### src/rtl/dmem_store_buffer.sv
// Committed-store buffer in front of a single-port data memory.
// Stores are queued in a circular FIFO and drained to dmem whenever no load
// is using the port. Loads are checked against the queued stores, and the
// youngest matching store is forwarded in place of the stale dmem read.
module dmem_store_buffer #(
  parameter int ADDR_LEN = 32,
  parameter int DATA_LEN = 32,
  parameter int DEPTH    = 4
) (
  input  logic                        clk,
  input  logic                        reset_x,
  input  logic                        st_valid,
  input  logic [ADDR_LEN-1:0]         st_addr,
  input  logic [DATA_LEN-1:0]         st_data,
  output logic                        st_ready,
  input  logic                        ld_valid,
  input  logic [ADDR_LEN-1:0]         ld_addr,
  output logic [DATA_LEN-1:0]         ld_data,
  output logic                        ld_data_valid,
  output logic [ADDR_LEN-1:0]         mem_addr,
  output logic [DATA_LEN-1:0]         mem_wdata,
  output logic                        mem_we,
  input  logic [DATA_LEN-1:0]         mem_rdata,
  output logic [$clog2(DEPTH):0]      count,
  output logic                        empty
);

  localparam int PTR_W = $clog2(DEPTH);
  localparam int CNT_W = PTR_W + 1;

  logic [ADDR_LEN-1:0] addr_mem [DEPTH];
  logic [DATA_LEN-1:0] data_mem [DEPTH];
  logic [DEPTH-1:0]    valid;
  logic [PTR_W-1:0]    head;
  logic [PTR_W-1:0]    tail;
  logic [CNT_W-1:0]    cnt;
  logic                full;
  logic                push;
  logic                pop;
  logic [PTR_W-1:0]    idx;
  logic                fwd_hit;
  logic [DATA_LEN-1:0] fwd_data;
  logic                fwd_hit_p1;
  logic [DATA_LEN-1:0] fwd_data_p1;
  logic                vld_p1;

  assign full     = (cnt == CNT_W'(DEPTH));
  assign empty    = (cnt == '0);
  assign st_ready = !full;
  assign count    = cnt;
  // A load owns the port, so draining only happens on load-free cycles.
  assign push     = st_valid && !full;
  assign pop      = !ld_valid && !empty;

  // Single dmem port arbitration: load first, then drain head, else idle.
  always_comb begin
    mem_addr  = '0;
    mem_wdata = '0;
    mem_we    = 1'b0;
    if (ld_valid) begin
      mem_addr = ld_addr;
    end else if (!empty) begin
      mem_addr  = addr_mem[head];
      mem_wdata = data_mem[head];
      mem_we    = 1'b1;
    end
  end

  // Forwarding search walks oldest to youngest so the youngest match wins.
  always_comb begin
    fwd_hit  = 1'b0;
    fwd_data = '0;
    idx      = head;
    for (int i = 0; i < DEPTH; i++) begin
      idx = head + PTR_W'(i);
      if (valid[idx] && (addr_mem[idx] == ld_addr)) begin
        fwd_hit  = 1'b1;
        fwd_data = data_mem[idx];
      end
    end
  end

  // Entry payload storage; no reset, occupancy is tracked by the valid bits.
  always_ff @(posedge clk) begin
    if (push) begin
      addr_mem[tail] <= st_addr;
      data_mem[tail] <= st_data;
    end
  end

  // FIFO control: pointers, valid bits and occupancy count.
  always_ff @(posedge clk or negedge reset_x) begin
    if (!reset_x) begin
      valid <= '0;
      head  <= '0;
      tail  <= '0;
      cnt   <= '0;
    end else begin
      if (pop) begin
        valid[head] <= 1'b0;
        head        <= head + 1'b1;
      end
      if (push) begin
        valid[tail] <= 1'b1;
        tail        <= tail + 1'b1;
      end
      case ({push, pop})
        2'b10:   cnt <= cnt + 1'b1;
        2'b01:   cnt <= cnt - 1'b1;
        default: cnt <= cnt;
      endcase
    end
  end

  // ---- stage p0 -> p1: load result registered alongside dmem read latency
  always_ff @(posedge clk or negedge reset_x) begin
    if (!reset_x) begin
      vld_p1      <= 1'b0;
      fwd_hit_p1  <= 1'b0;
      fwd_data_p1 <= '0;
    end else begin
      vld_p1 <= ld_valid;
      if (ld_valid) begin
        fwd_hit_p1  <= fwd_hit;
        fwd_data_p1 <= fwd_data;
      end
    end
  end

  assign ld_data_valid = vld_p1;
  assign ld_data       = !vld_p1    ? '0 :
                         fwd_hit_p1 ? fwd_data_p1 : mem_rdata;

endmodule

### config.mk
export PLATFORM = sky130hd
export DESIGN_NAME = dmem_store_buffer
export DESIGN_NICKNAME = d
export VERILOG_FILES = /design/src/rtl/dmem_store_buffer.sv
export SDC_FILE = /design/constraint.sdc
export NUM_CORES = 1
export LEC_CHECK = 0
export BUFFER_PORTS_ARGS = -buffer_cell sky130_fd_sc_hd__buf_2
export CELL_PAD_IN_SITES_DETAIL_PLACEMENT = 1
export CELL_PAD_IN_SITES_GLOBAL_PLACEMENT = 2
export CORE_ASPECT_RATIO = 0.5
export CORE_MARGIN = 8
export CORE_UTILIZATION = 45
export CTS_CLUSTER_SIZE = 16
export DETAILED_ROUTE_END_ITERATION = 6
export PLACE_DENSITY_LB_ADDON = 0.12
export SLEW_MARGIN = 15
export SYNTH_ARGS = -nofsm -noshare
export SYNTH_HDL_FRONTEND = slang
export SYNTH_SLANG_ARGS = --single-unit
### constraint.sdc
create_clock -name clk -period 11 [get_ports clk]
set_clock_uncertainty 0.2 [all_clocks]
set_input_delay 1.65 -clock clk [delete_from_list [all_inputs] [get_ports clk]]
set_output_delay 1.65 -clock clk [all_outputs]
set_load 0.03 [all_outputs]
==> out/qor.log <==
[status] run status completed
[finish] total number of nets in the final design 1800
[finish] fraction of layout cells with a size suffix above 1 0.3359
[placement] DPL Wire Length 45540 um
[detailed_routing] vias after detailed routing 15.00k
[placement] Routability Congestion 0.9038
[global_route] global-route wire length before repair 104400 um
[clock_network] number of buffers inserted during clock tree synthesis 30
[setup_path] peak per-stage delay on the critical path 1060 ps
[setup_path] delay-heaviest family, CP buffers and inverters
[power_and_ir_drop] LEAKAGE 0.008287 uW
[sta] Final Hold Slack 338.0 ps
[die] number of ports placed on the die boundary 235
[synth] combined area of all synthesized cells 21070 um^2
[synth] number of synthesis warnings 0
[hold_path] worst min-delay path class flip-flop to flip-flop
[sta] clock period minus final worst setup slack 6476 ps
[synth] number of flip-flops and latches in the synthesized netlist 301
[sta] setup repair after global routing missed its margin false
[clock_network] CTS Hold Buffers Added 0
[setup_path] Critical Setup Path Class flip-flop to flip-flop
[detailed_routing] DRT Wirelength 68610 um
[synth] number of enable-type register cells in the synthesized netlist 256
[sta] setup TNS 0 ps
[synth] number of distinct library cells after synthesis 73
[global_route] remaining global-route overflow 0
[die] initial standard-cell utilization of the core 0.4529
[detailed_routing] Routed wire per std cell 29.55 um
[synth] fraction of registers with async set or reset after synthesis 0.1495
[placement] buffers added on ports 234
[sta] number of setup violations in the final report 0
[power_and_ir_drop] power per cell area 283.7 nW/um^2
[detailed_routing] final antenna-violating net count 0
[die] die width 322.0 um
[synth] net count of the mapped netlist 1663
[sta] Slew Viols, Final 0
[clock_network] clock root cell clkbuf_16
[setup_path] ordered cell list for the critical path inv_1, ha_4, buf_4, mux4_1, xor2_1, nor4_2, nand4_1, nor4_1, and4_2, buf_4, mux2i_1, o21ai_1
[clock_network] Sinks on Clock Net 301
[global_route] gr usage total 0.2481
[setup_path] CP dominant cell by count buf_4
[finish] total area of multi-input combinational cells 11300 um^2
[synth] share of synthesized area occupied by flip-flops and latches 0.4183
[finish] Sequential Area 8822 um^2
[clock_network] TritonCTS clock tree built
[power_and_ir_drop] peak supply drop 0.2096 mV
[detailed_routing] DRC marker count from the first detailed-route iteration 1185
[setup_path] Critical Path Slowest Stage Cell ha_4
[setup_path] critical path required time 11230 ps
[sta] Hold Vio Cnt, Final 0
[global_route] pin count of the biggest net entering global routing 146
[setup_path] data arrival time at the worst-slack endpoint 6700 ps
[setup_path] crit start category flip-flop
[detailed_routing] number of vias per cell 6.462
[synth] synthesized netlist cell count 1521
[detailed_routing] First-pass DRT Iterations 5
[synth] mean instance size in the synthesized netlist 13.85 um^2
[detailed_routing] number of design rule violations left after detail routing 0
[die] core region area 46520 um^2
[sta] share of the clock period used by the worst path 0.5887
[die] number of standard-cell rows in the floorplan 56
[clock_network] post-cts sizing count 0
[clock_network] postcts setup bufs 0
[sta] highest achievable clock rate 154.4 MHz
[setup_path] CP endpoint kind flip-flop
[clock_network] H-tree depth 1
[global_route] via count of the first global-routing pass 16.49k
[die] die footprint 54430 um^2
[setup_path] CP bufs+invs 3
[setup_path] largest fanout of any net on the critical path 62
[clock_network] latest clock arrival within the worst-skew pair 590 ps
[run] max capacitance violation total 0
[global_route] initial antenna violation count 5
[sta] slew at the pin with the worst max-slew slack 1136 ps
[finish] fill cell total of the finished layout 4712
[clock_network] Clock Tree Buf Depth 3
[die] die extent in y 169.0 um
[finish] Area Growth Syn to Fin 11.10%
[sta] max-slew headroom at the worst pin 0.2427
[clock_network] CTS clk-pin slew, worst paths 70 ps
[synth] predominant post-synthesis flop cell edfxtp_1
-- metrics by stage --
stage	utilization	instances	setup slack (ps)	cell area [um^2]	total power, uW
after floorplan	-	1521	5917	21070	4645
after global placement	0.4805	2264	4740	22360	5484
after detailed placement	0.4805	2264	4608	22360	5553
after CTS	0.5030	2320	4593	23400	6679
after global routing	0.5032	2322	4197	23410	6978
final	0.5032	2322	4524	23410	6642
-- cells in the final DEF (no fill, tap or decap), types with 6 or more instances in the layout --
master	n
xor2_1	24
edfxtp_1	256
buf_4	23
mux2_2	12
a31oi_1	33
a41o_1	32
mux4_2	199
nor2_1	15
o21ai_0	23
xnor2_1	85
nand2_1	77
a21o_1	6
o21ai_1	33
mux4_1	14
dfrtp_1	42
mux2i_1	159
a2111oi_0	7
a22o_1	21
a32o_1	9
inv_1	17
nor3_2	20
clkinv_2	9
nand3_1	6
clkbuf_16	30
buf_2	233
o22ai_1	11
nor4_1	7
nor3_1	23
ha_1	8
and2_1	40
nand4_1	25
a21oi_1	8
o2bb2ai_1	10
nor2b_1	66
-- flip-flops by register name, indices dropped and copies added (netlist names) --
signal / count
head: 2
ld_data_valid: 1
data_mem: 128
valid: 4
fwd_data_p1: 32
count: 3
tail: 2
fwd_hit_p1: 1
addr_mem: 128
-- cells in the mapped netlist (all sizes together) (3+ instances only) --
cell type    n  share of area
edfxtp     256           0.36
o21ai       56          0.013
dfrtp       45          0.053
a21o         6         0.0021
mux2i      159          0.076
mux4       213           0.23
inv         19         0.0034
buf         73          0.031
nand2b       5         0.0015
ha           9         0.0053
nor2b       66          0.020
a22o        21         0.0087
nand4       26         0.0080
o22ai       11         0.0033
or2          6         0.0018
nand3        6         0.0014
o221ai       5         0.0021
and2        40          0.012
a211oi       4         0.0017
a21oi        8         0.0019
nor3        43          0.015
nor3b        3         0.0011
a22oi        3         0.0011
nor4        10         0.0039
xor2        24          0.010
a31oi       33         0.0098
a2111oi     10         0.0056
o32ai        3         0.0012
a32o         9         0.0043
and3         7         0.0021
mux2        13         0.0069
a41o        32          0.015
clkbuf      80          0.014
nor2        15         0.0027
xnor2       85          0.035
a221o        3         0.0014
o211ai       5         0.0018
nand2       77          0.014
o2bb2ai     10         0.0042
-- final timing paths --
path | cells after the start | slack (ps) | to | startpoint
max | 12 | 4520 | fwd_data_p1[11]$_DFFE_PN0P_ | head[1]$_DFFE_PN0P_
min | 1 | 340 | count[2]$_DFFE_PN0P_ | count[2]$_DFFE_PN0P_
max reg2reg | 12 | 4520 | fwd_data_p1[11]$_DFFE_PN0P_ | head[1]$_DFFE_PN0P_
min reg2reg | 1 | 340 | count[2]$_DFFE_PN0P_ | count[2]$_DFFE_PN0P_
max in group asynchronous | 2 | 9000 | head[1]$_DFFE_PN0P_ | reset_x
min in group asynchronous | 2 | 990 | fwd_data_p1[10]$_DFFE_PN0P_ | reset_x
-- cell families (layout without fill, tap and decap cells) --
kind of cell / Yosys count / after routing / share of synthesized area
and+or+nand+nor: 313 / 313 / 0.08610
other: 0 / 2 / 0
DFF: 301 / 301 / 0.4183
buffers and inverters: 172 / 333 / 0.04863
muxes: 385 / 385 / 0.3126
AOI/OAI and AO/OA: 231 / 231 / 0.08278
xor gates and xnor gates: 109 / 109 / 0.04531
adders and majority gates: 10 / 10 / 0.006294
-- worst reg2reg max path, stage by stage (launching register included) --
cell and delay (ps):
dfrtp_4 860, inv_1 350, ha_4 1060, buf_4 650, mux4_1 660, xor2_1 180
nor4_2 250, nand4_1 100, nor4_1 650, and4_2 370, buf_4 580, mux2i_1 310
o21ai_1 90
-- metal layers --
layer / routed length [um] / up-vias / track usage / share of wire
met3: 3940 / 91 / 0.03361 / 0.057
met2: 34850 / 515 / 0.4375 / 0.51
li1: - / 6429 / - / -
met1: 28490 / 7969 / 0.3265 / 0.42
met4: 1321 / 0 / 0.05384 / 0.019
met5: 0 / - / 0 / 0
-- layout make-up --
cell class	instances	area share
Clock buffer	30	0.03207
Tap cell	638	0.03410
Antenna cell	2	0.0002138
Inverter	19	0.003046
Sequential cell	301	0.3769
Timing Repair Buffer	258	0.05852
Clock inverter	26	0.01261
Multi-Input combinational cell	1048	0.4826
-- where the power goes --
part           total [uW]  switching, uW  internal (uW)  leakage (uW)
logic                3840           2130           1710       0.00484
clock network        1110            493            621      0.000503
registers            1690            203           1480       0.00294
total                6640           2830           3810       0.00829
No activity file was read; power rests on OpenSTA's default activity.
